===== config.mk =====
export PLATFORM = sky130hd
export DESIGN_NAME = imem_loader
export DESIGN_NICKNAME = d
export VERILOG_FILES = /design/src/rtl/imem_loader.sv
export SDC_FILE = /design/constraint.sdc
export NUM_CORES = 1
export LEC_CHECK = 0
export BUFFER_PORTS_ARGS = -buffer_cell sky130_fd_sc_hd__buf_2
export CAP_MARGIN = 25
export CORE_AREA = 2 2 282 284
export DETAILED_ROUTE_END_ITERATION = 10
export DIE_AREA = 0 0 284 286
export PLACE_DENSITY = 0.78
export SLEW_MARGIN = 20
export SYNTH_ARGS = -nofsm -noshare
export SYNTH_HDL_FRONTEND = slang
export SYNTH_SLANG_ARGS = --single-unit

===== constraint.sdc =====
create_clock -name clk -period 3.8 [get_ports clk]
set_clock_uncertainty 0.05 [all_clocks]
set_input_delay 0.38 -clock clk [delete_from_list [all_inputs] [get_ports clk]]
set_output_delay 0.38 -clock clk [all_outputs]
set_load 0.02 [all_outputs]

===== src/rtl/imem_loader.sv =====
// Purpose : byte-stream loader that fills the instruction RAM and then serves fetch reads by PC.
// Latency : one RAM write per 4 accepted bytes; fetch read port is combinational (0 cycles).
// Backpress: in_ready is registered and high only in LOAD; no timeout, a stalled stream holds all state.
//
// Ports:
//   clk, rst                 clock, synchronous active-low reset
//   load_start, load_len     single-cycle load request and word count (1..DEPTH)
//   in_valid/in_byte/in_ready byte stream, little-endian 32-bit words
//   pc, inst                 fetch read port; inst is 0 (nop) unless running
//   core_rst_n, busy, done   core reset (released in RUN), LOAD and RUN indicators
//   err                      sticky error, cleared by the next accepted load_start
// Optional: define LOADER_CHECKSUM_EN to require a 4-byte sum trailer after the data words.
module imem_loader #(
    parameter int DEPTH  = 32,
    parameter int ADDR_W = 5
) (
    input  logic              clk,
    input  logic              rst,
    input  logic              load_start,
    input  logic [ADDR_W:0]   load_len,
    input  logic              in_valid,
    input  logic [7:0]        in_byte,
    output logic              in_ready,
    input  logic [31:0]       pc,
    output logic [31:0]       inst,
    output logic              core_rst_n,
    output logic              busy,
    output logic              done,
    output logic              err
);

    localparam int LEN_W = ADDR_W + 1;
    localparam logic [ADDR_W:0] LEN_MAX = LEN_W'(DEPTH);

    typedef enum logic [1:0] {IDLE, LOAD, RUN} state_t;

    state_t          state, state_nxt;
    logic [ADDR_W:0] len;
    logic [ADDR_W:0] word_addr;
    logic [1:0]      byte_idx;
    logic [23:0]     asm_q;     // byte 3 never needs storing, it completes the word directly
    logic [31:0]     ram [DEPTH];

    logic            len_ok, start_ok, xfer, word_done, last_data, ram_we;
    logic [31:0]     word;
    logic            in_ready_d, busy_d, done_d, core_rst_n_d, err_d;
    logic            unused_sig;

    assign len_ok    = (load_len != '0) && (load_len <= LEN_MAX);
    // load_start is ignored while a load is in progress
    assign start_ok  = load_start && len_ok && (state != LOAD);
    assign xfer      = in_valid && in_ready;
    assign word_done = xfer && (byte_idx == 2'd3);
    assign word      = {in_byte, asm_q};
    assign last_data = (word_addr == len - LEN_W'(1));

`ifdef LOADER_CHECKSUM_EN
    logic [31:0] sum;
    logic        trailer;
    // word_addr runs one past the data words while the trailer is assembled
    assign trailer = (word_addr == len);
    assign ram_we  = word_done && !trailer;
    assign unused_sig = ^{pc[31:ADDR_W+2], pc[1:0], last_data};
`else
    assign ram_we  = word_done;
    assign unused_sig = ^{pc[31:ADDR_W+2], pc[1:0]};
`endif

    // State register; handshake/status outputs are registered alongside it so they
    // switch on exactly the edge the state changes.
    always_ff @(posedge clk) begin
        if (!rst) begin
            state      <= IDLE;
            in_ready   <= 1'b0;
            busy       <= 1'b0;
            done       <= 1'b0;
            core_rst_n <= 1'b0;
            err        <= 1'b0;
        end else begin
            state      <= state_nxt;
            in_ready   <= in_ready_d;
            busy       <= busy_d;
            done       <= done_d;
            core_rst_n <= core_rst_n_d;
            err        <= err_d;
        end
    end

    // Next-state logic
    always_comb begin
        state_nxt = state;
        case (state)
            IDLE: if (start_ok) state_nxt = LOAD;
            LOAD: begin
`ifdef LOADER_CHECKSUM_EN
                if (word_done && trailer)
                    state_nxt = (word == sum) ? RUN : IDLE;
`else
                if (word_done && last_data)
                    state_nxt = RUN;
`endif
            end
            RUN:  if (start_ok) state_nxt = LOAD;
            default: state_nxt = IDLE;
        endcase
    end

    // Output logic, computed from the next state so the registered copies line up with it
    always_comb begin
        in_ready_d   = (state_nxt == LOAD);
        busy_d       = (state_nxt == LOAD);
        done_d       = (state_nxt == RUN);
        core_rst_n_d = (state_nxt == RUN);
        err_d        = err;
        if (load_start && (state != LOAD))
            err_d = !len_ok;
`ifdef LOADER_CHECKSUM_EN
        if ((state == LOAD) && word_done && trailer && (word != sum))
            err_d = 1'b1;
`endif
    end

    // Word assembly and address counters
    always_ff @(posedge clk) begin
        if (!rst) begin
            len       <= '0;
            word_addr <= '0;
            byte_idx  <= '0;
            asm_q     <= '0;
`ifdef LOADER_CHECKSUM_EN
            sum       <= '0;
`endif
        end else if (start_ok) begin
            len       <= load_len;
            word_addr <= '0;
            byte_idx  <= '0;
            asm_q     <= '0;
`ifdef LOADER_CHECKSUM_EN
            sum       <= '0;
`endif
        end else if (xfer) begin
            byte_idx <= byte_idx + 2'd1;
            case (byte_idx)
                2'd0: asm_q[7:0]   <= in_byte;
                2'd1: asm_q[15:8]  <= in_byte;
                2'd2: asm_q[23:16] <= in_byte;
                default: begin
                    asm_q     <= '0;
                    word_addr <= word_addr + LEN_W'(1);
`ifdef LOADER_CHECKSUM_EN
                    if (!trailer)
                        sum <= sum + word;
`endif
                end
            endcase
        end
    end

    // RAM has no reset: loaded words survive a reset. A write coinciding with reset is dropped.
    always_ff @(posedge clk) begin
        if (rst && ram_we)
            ram[word_addr[ADDR_W-1:0]] <= word;
    end

    // Upper pc bits truncate (wrap); pc[1:0] ignored
    assign inst = (state == RUN) ? ram[pc[ADDR_W+1:2]] : 32'h0000_0000;

endmodule


==> results.md <==
| Result | This run | Unit |
| --- | --- | --- |
| Run status | finished, final reports clean | - |
| Total standard cell area after synthesis | 41100 | um2 |
| Area occupied by multi-input gates | 8980 | um2 |
| Remaining antenna violation count after routing | 0 | - |
| Die area | 81200 | um2 |
| Flip-flop and latch count after synthesis | 1067 | - |
| Worst hold start | load_len[5] | - |
| Cell chain of the critical path | nor2b_4, buf_4, o221ai_1, a221oi_1, buf_2 | - |
| Synth top area share | 0.748 | - |
| Tot GR Track Use | 0.240 | - |
| Finished layout cell area | 46500 | um2 |
| Gates resized, CTS repair | 0 | - |
| Cell area power density | 497 | nW/um2 |
| Clock network latency to the later pin of the worst-skew pair | 0.66 | ns |
| Number of buffer cells added on primary ports | 59 | - |
| Simple-gate share of the synthesized area | 0.0181 | - |
| Sequential area share after synthesis | 0.769 | - |
| Vias after detailed routing | 20000 | - |
| Post-detailed-routing wire length | 98100 | um |
| I/O pin count | 87 | - |
| Kind of end point of the critical path | output pin | - |
| Cell depth of the worst flop-to-flop path | 6 | - |
| CP max FO | 13 | - |
| Reg area | 31600 | um2 |
| Post-route total power | 23.1 | mW |
| Switching power | 4.60 | mW |
| Cell family with most CP delay | compound AO/OA/AOI/OAI gates | - |
| Standby leakage power | 13.8 | nW |
| Register-to-Register Setup Slack | 1.02 | ns |
| Cell depth of the worst min-delay path | 3 | - |
| Hold Path End | len[5] | - |
| Fin cells | 3089 | - |
| Arrival time at the worst endpoint | 2.87 | ns |
| Netlist cell types | 43 | - |
| Clock tree from TritonCTS | built | - |
| Number of optimization iterations in the first detailed-route pass | 7 | - |
| Xor-xnor portion of the synthesized cell area | 0.00298 | - |
| CTS Buf Count | 100 | - |
| Most common library cell in the layout ignoring fill and taps | sky130_fd_sc_hd__edfxtp_1 | - |
| Share of post-route cells with drive strength above 1 | 0.328 | - |
| Area of the placeable core | 78400 | um2 |
| Worst Tran Pin Value | 1.05 | ns |
| Share of total power in combinational logic | 0.030 | - |
| Cell taking the most area after synthesis | sky130_fd_sc_hd__edfxtp_1 | - |
| Ratio of routed vias to standard cells | 6.46 | - |
| Post-Route Setup TNS | 0 | ns |
| Number of hold buffers added after CTS | 6 | - |
| Slew Limit Headroom | 0.296 | - |
| Average cell area after synthesis | 22.8 | um2 |
| Max Slew Vio Count | 0 | - |
| Flop pwr share | 0.554 | - |
| Maximum number of pins on one net before global-route repair | 64 | - |
| Y dimension of the die | 286 | um |
| Buffers & Inverters on Critical Path | 2 | - |
| Placed instance area | 43200 | um2 |
| Data required time of the worst path | 3.37 | ns |
| Largest vdd supply drop | 0.000364 | V |
| Complex-gate fraction of the synthesized area | 0.0213 | - |
| Critical Path Slowest Stage Cell | sky130_fd_sc_hd__nor2b_4 | - |
| Final-report hold violation count | 0 | - |
| Most used cells in the layout excluding fill and tap cells | sky130_fd_sc_hd__edfxtp_1 (1024), sky130_fd_sc_hd__mux4_2 (288), sky130_fd_sc_hd__clkbuf_16 (105) | - |
| Starting density of the core | 0.524 | - |
| Mapped Nets | 1862 | - |
| Largest family of logic cells by synthesized area | multiplexers | - |
| Number of synthesis warnings | 0 | - |
| Initial detailed-routing violation count | 2412 | - |
| Root buf cell | sky130_fd_sc_hd__clkbuf_16 | - |
| Switching power as a share of total power | 0.199 | - |
| Cell row count | 103 | - |
| Clock Pin Slew Worst Setup and Hold Paths | 0.06 | ns |
| Clock network fraction of total power | 0.416 | - |
| Reg2reg start | byte_idx[1] | - |
| Via count of the first global-routing pass | 20700 | - |
| First-pass GRT wire length | 140000 | um |
| Clk buf depth | 3 | - |
| Delay of the slowest critical-path stage | 0.62 | ns |
| Share of synthesized cell area in full adder, half adder and majority cells | 0.00274 | - |
| Worst Setup Start Kind | flop | - |
| Wire length per cell after detailed routing | 31.8 | um |
| Antenna violations before repair | 5 | - |
| Total number of clock tree sinks | 1067 | - |
| Final clock period utilization by the worst path | 0.868 | - |
| Routability cong. | 0.772 | - |
| Destination of the worst register-to-register timing path | ram[10][8] | - |
| Net count reported at finish | 2015 | - |
| Placed cells | 2894 | - |
| Max Fclk | 0.303 | GHz |
| Final number of setup-violating endpoints | 0 | - |
| Worst hold path type | input port to flop | - |
| Final Critical Period | 3.30 | ns |
| Final global-route overflow total | 0 | - |
| Horizontal die dimension | 284 | um |
| DRC viols | 0 | - |
| Top post-synthesis cells by area | sky130_fd_sc_hd__edfxtp_1 (75%), sky130_fd_sc_hd__mux4_2 (16%), sky130_fd_sc_hd__dfxtp_1 (2.1%), sky130_fd_sc_hd__mux2i_1 (0.95%), sky130_fd_sc_hd__o221ai_1 (0.68%) | - |
| Max-cap check violation count | 0 | - |
| Final-layout fill cell count | 5223 | - |
| RSZ-0062 raised after global routing | false | - |
| Share of cell area taken by muxes after synthesis | 0.167 | - |
| Synth Instances | 1803 | - |
| Internal power of the cells | 18.5 | mW |
| Buffers inserted by post-CTS timing repair | 0 | - |
| Placed wire-length estimate after detailed placement | 52300 | um |
| Crit Path Class | flop to output pin | - |
| Area added between synthesis and finish | 13.1 | % |
| Total number of H-tree levels | 3 | - |
==> cell usage after synthesis (all sizes together) <==
master   count
a2111oi      1
a211oi       1
a21oi       27
a221oi      32
a31o         2
a31oi        1
and3         1
and4         1
and4b        1
buf         62
clkbuf      41
clkinv      18
dfxtp       43
edfxtp    1024
ha           9
inv         20
mux2i       39
mux4       288
nand2       38
nand2b       3
nand3       29
nand3b       1
nand4        3
nor2        47
nor2b       12
nor3         5
o21ai        3
o221ai      32
or2          1
or3          3
or4          1
xnor2        6
xor2         8
==> routing by layer <==
layer | global-route usage | vias up | part of all wire
li1 | - | 7922 | -
met1 | 0.304 | 10500 | 0.35
met2 | 0.413 | 1268 | 0.52
met3 | 0.0539 | 214 | 0.098
met4 | 0.0826 | 8 | 0.031
met5 | 0 | - | 0.00043
==> worst register-to-register path, cell delays in order (launching register included) <==
cell,delay (ns)
sky130_fd_sc_hd__dfxtp_1,0.36
sky130_fd_sc_hd__ha_1,0.23
sky130_fd_sc_hd__and3_1,0.40
sky130_fd_sc_hd__nand2_1,0.34
sky130_fd_sc_hd__buf_4,0.31
sky130_fd_sc_hd__nor2_4,0.11
sky130_fd_sc_hd__buf_4,0.58
==> stage by stage <==
step	worst slack, ns	hold WS [ns]	util
2_1_floorplan	0.778	0.429	-
3_3_place_gp	0.663	0.421	0.551
3_5_place_dp	0.700	0.429	0.551
4_1_cts	0.464	0.0108	0.592
5_1_grt	0.429	0.0232	0.593
6_report	0.502	0.00560	0.593
==> kinds of logic after synthesis <==
group | after synthesis
flops | 1067
mux | 327
fa+ha+maj | 9
buf+inv | 141
simple gates | 146
xor+xnor | 14
compound gates | 99
==> how the worst max path moves through the flow <==
| stage | endpoint | from | slack (ns) | cells after the start |
|---|---|---|---|---|
| after floorplan | ram[31][0] | busy | 0.78 | 4 |
| after global placement | inst[25] | pc[3] | 0.66 | 7 |
| after detailed placement | inst[25] | pc[3] | 0.70 | 7 |
| after CTS | inst[25] | state[1] | 0.46 | 5 |
| after global routing | inst[30] | state[1] | 0.43 | 4 |
| final | inst[25] | state[1] | 0.50 | 5 |
==> flip-flops by register name, summed over array words and instances, names as in the netlist <==
name,count
byte_idx,2
busy,1
ram,1024
len,6
state,2
err,1
asm_q,24
word_addr,6
done,1
==> power by group through the flow <==
stage / sequential, mW / combinational [mW] / clock, mW
4_1_cts: 12.8 / 0.706 / 9.65
3_3_place_gp: 13.0 / 0.673 / 0
5_1_grt: 12.8 / 0.745 / 10.1
2_1_floorplan: 13.0 / 0.483 / 0
6_report: 12.8 / 0.703 / 9.61
3_5_place_dp: 13.0 / 0.690 / 0
==> cell type report <==
class,instances,area share
diodes,1,0.0000539
clock buffers,135,0.0590
clock inverters,49,0.00819
inverters,38,0.00307
multi-input cells,595,0.193
flip-flops and latches,1067,0.681
well taps,1050,0.0283
repair buffers,154,0.0273
Power figures use the tool's default switching activity.
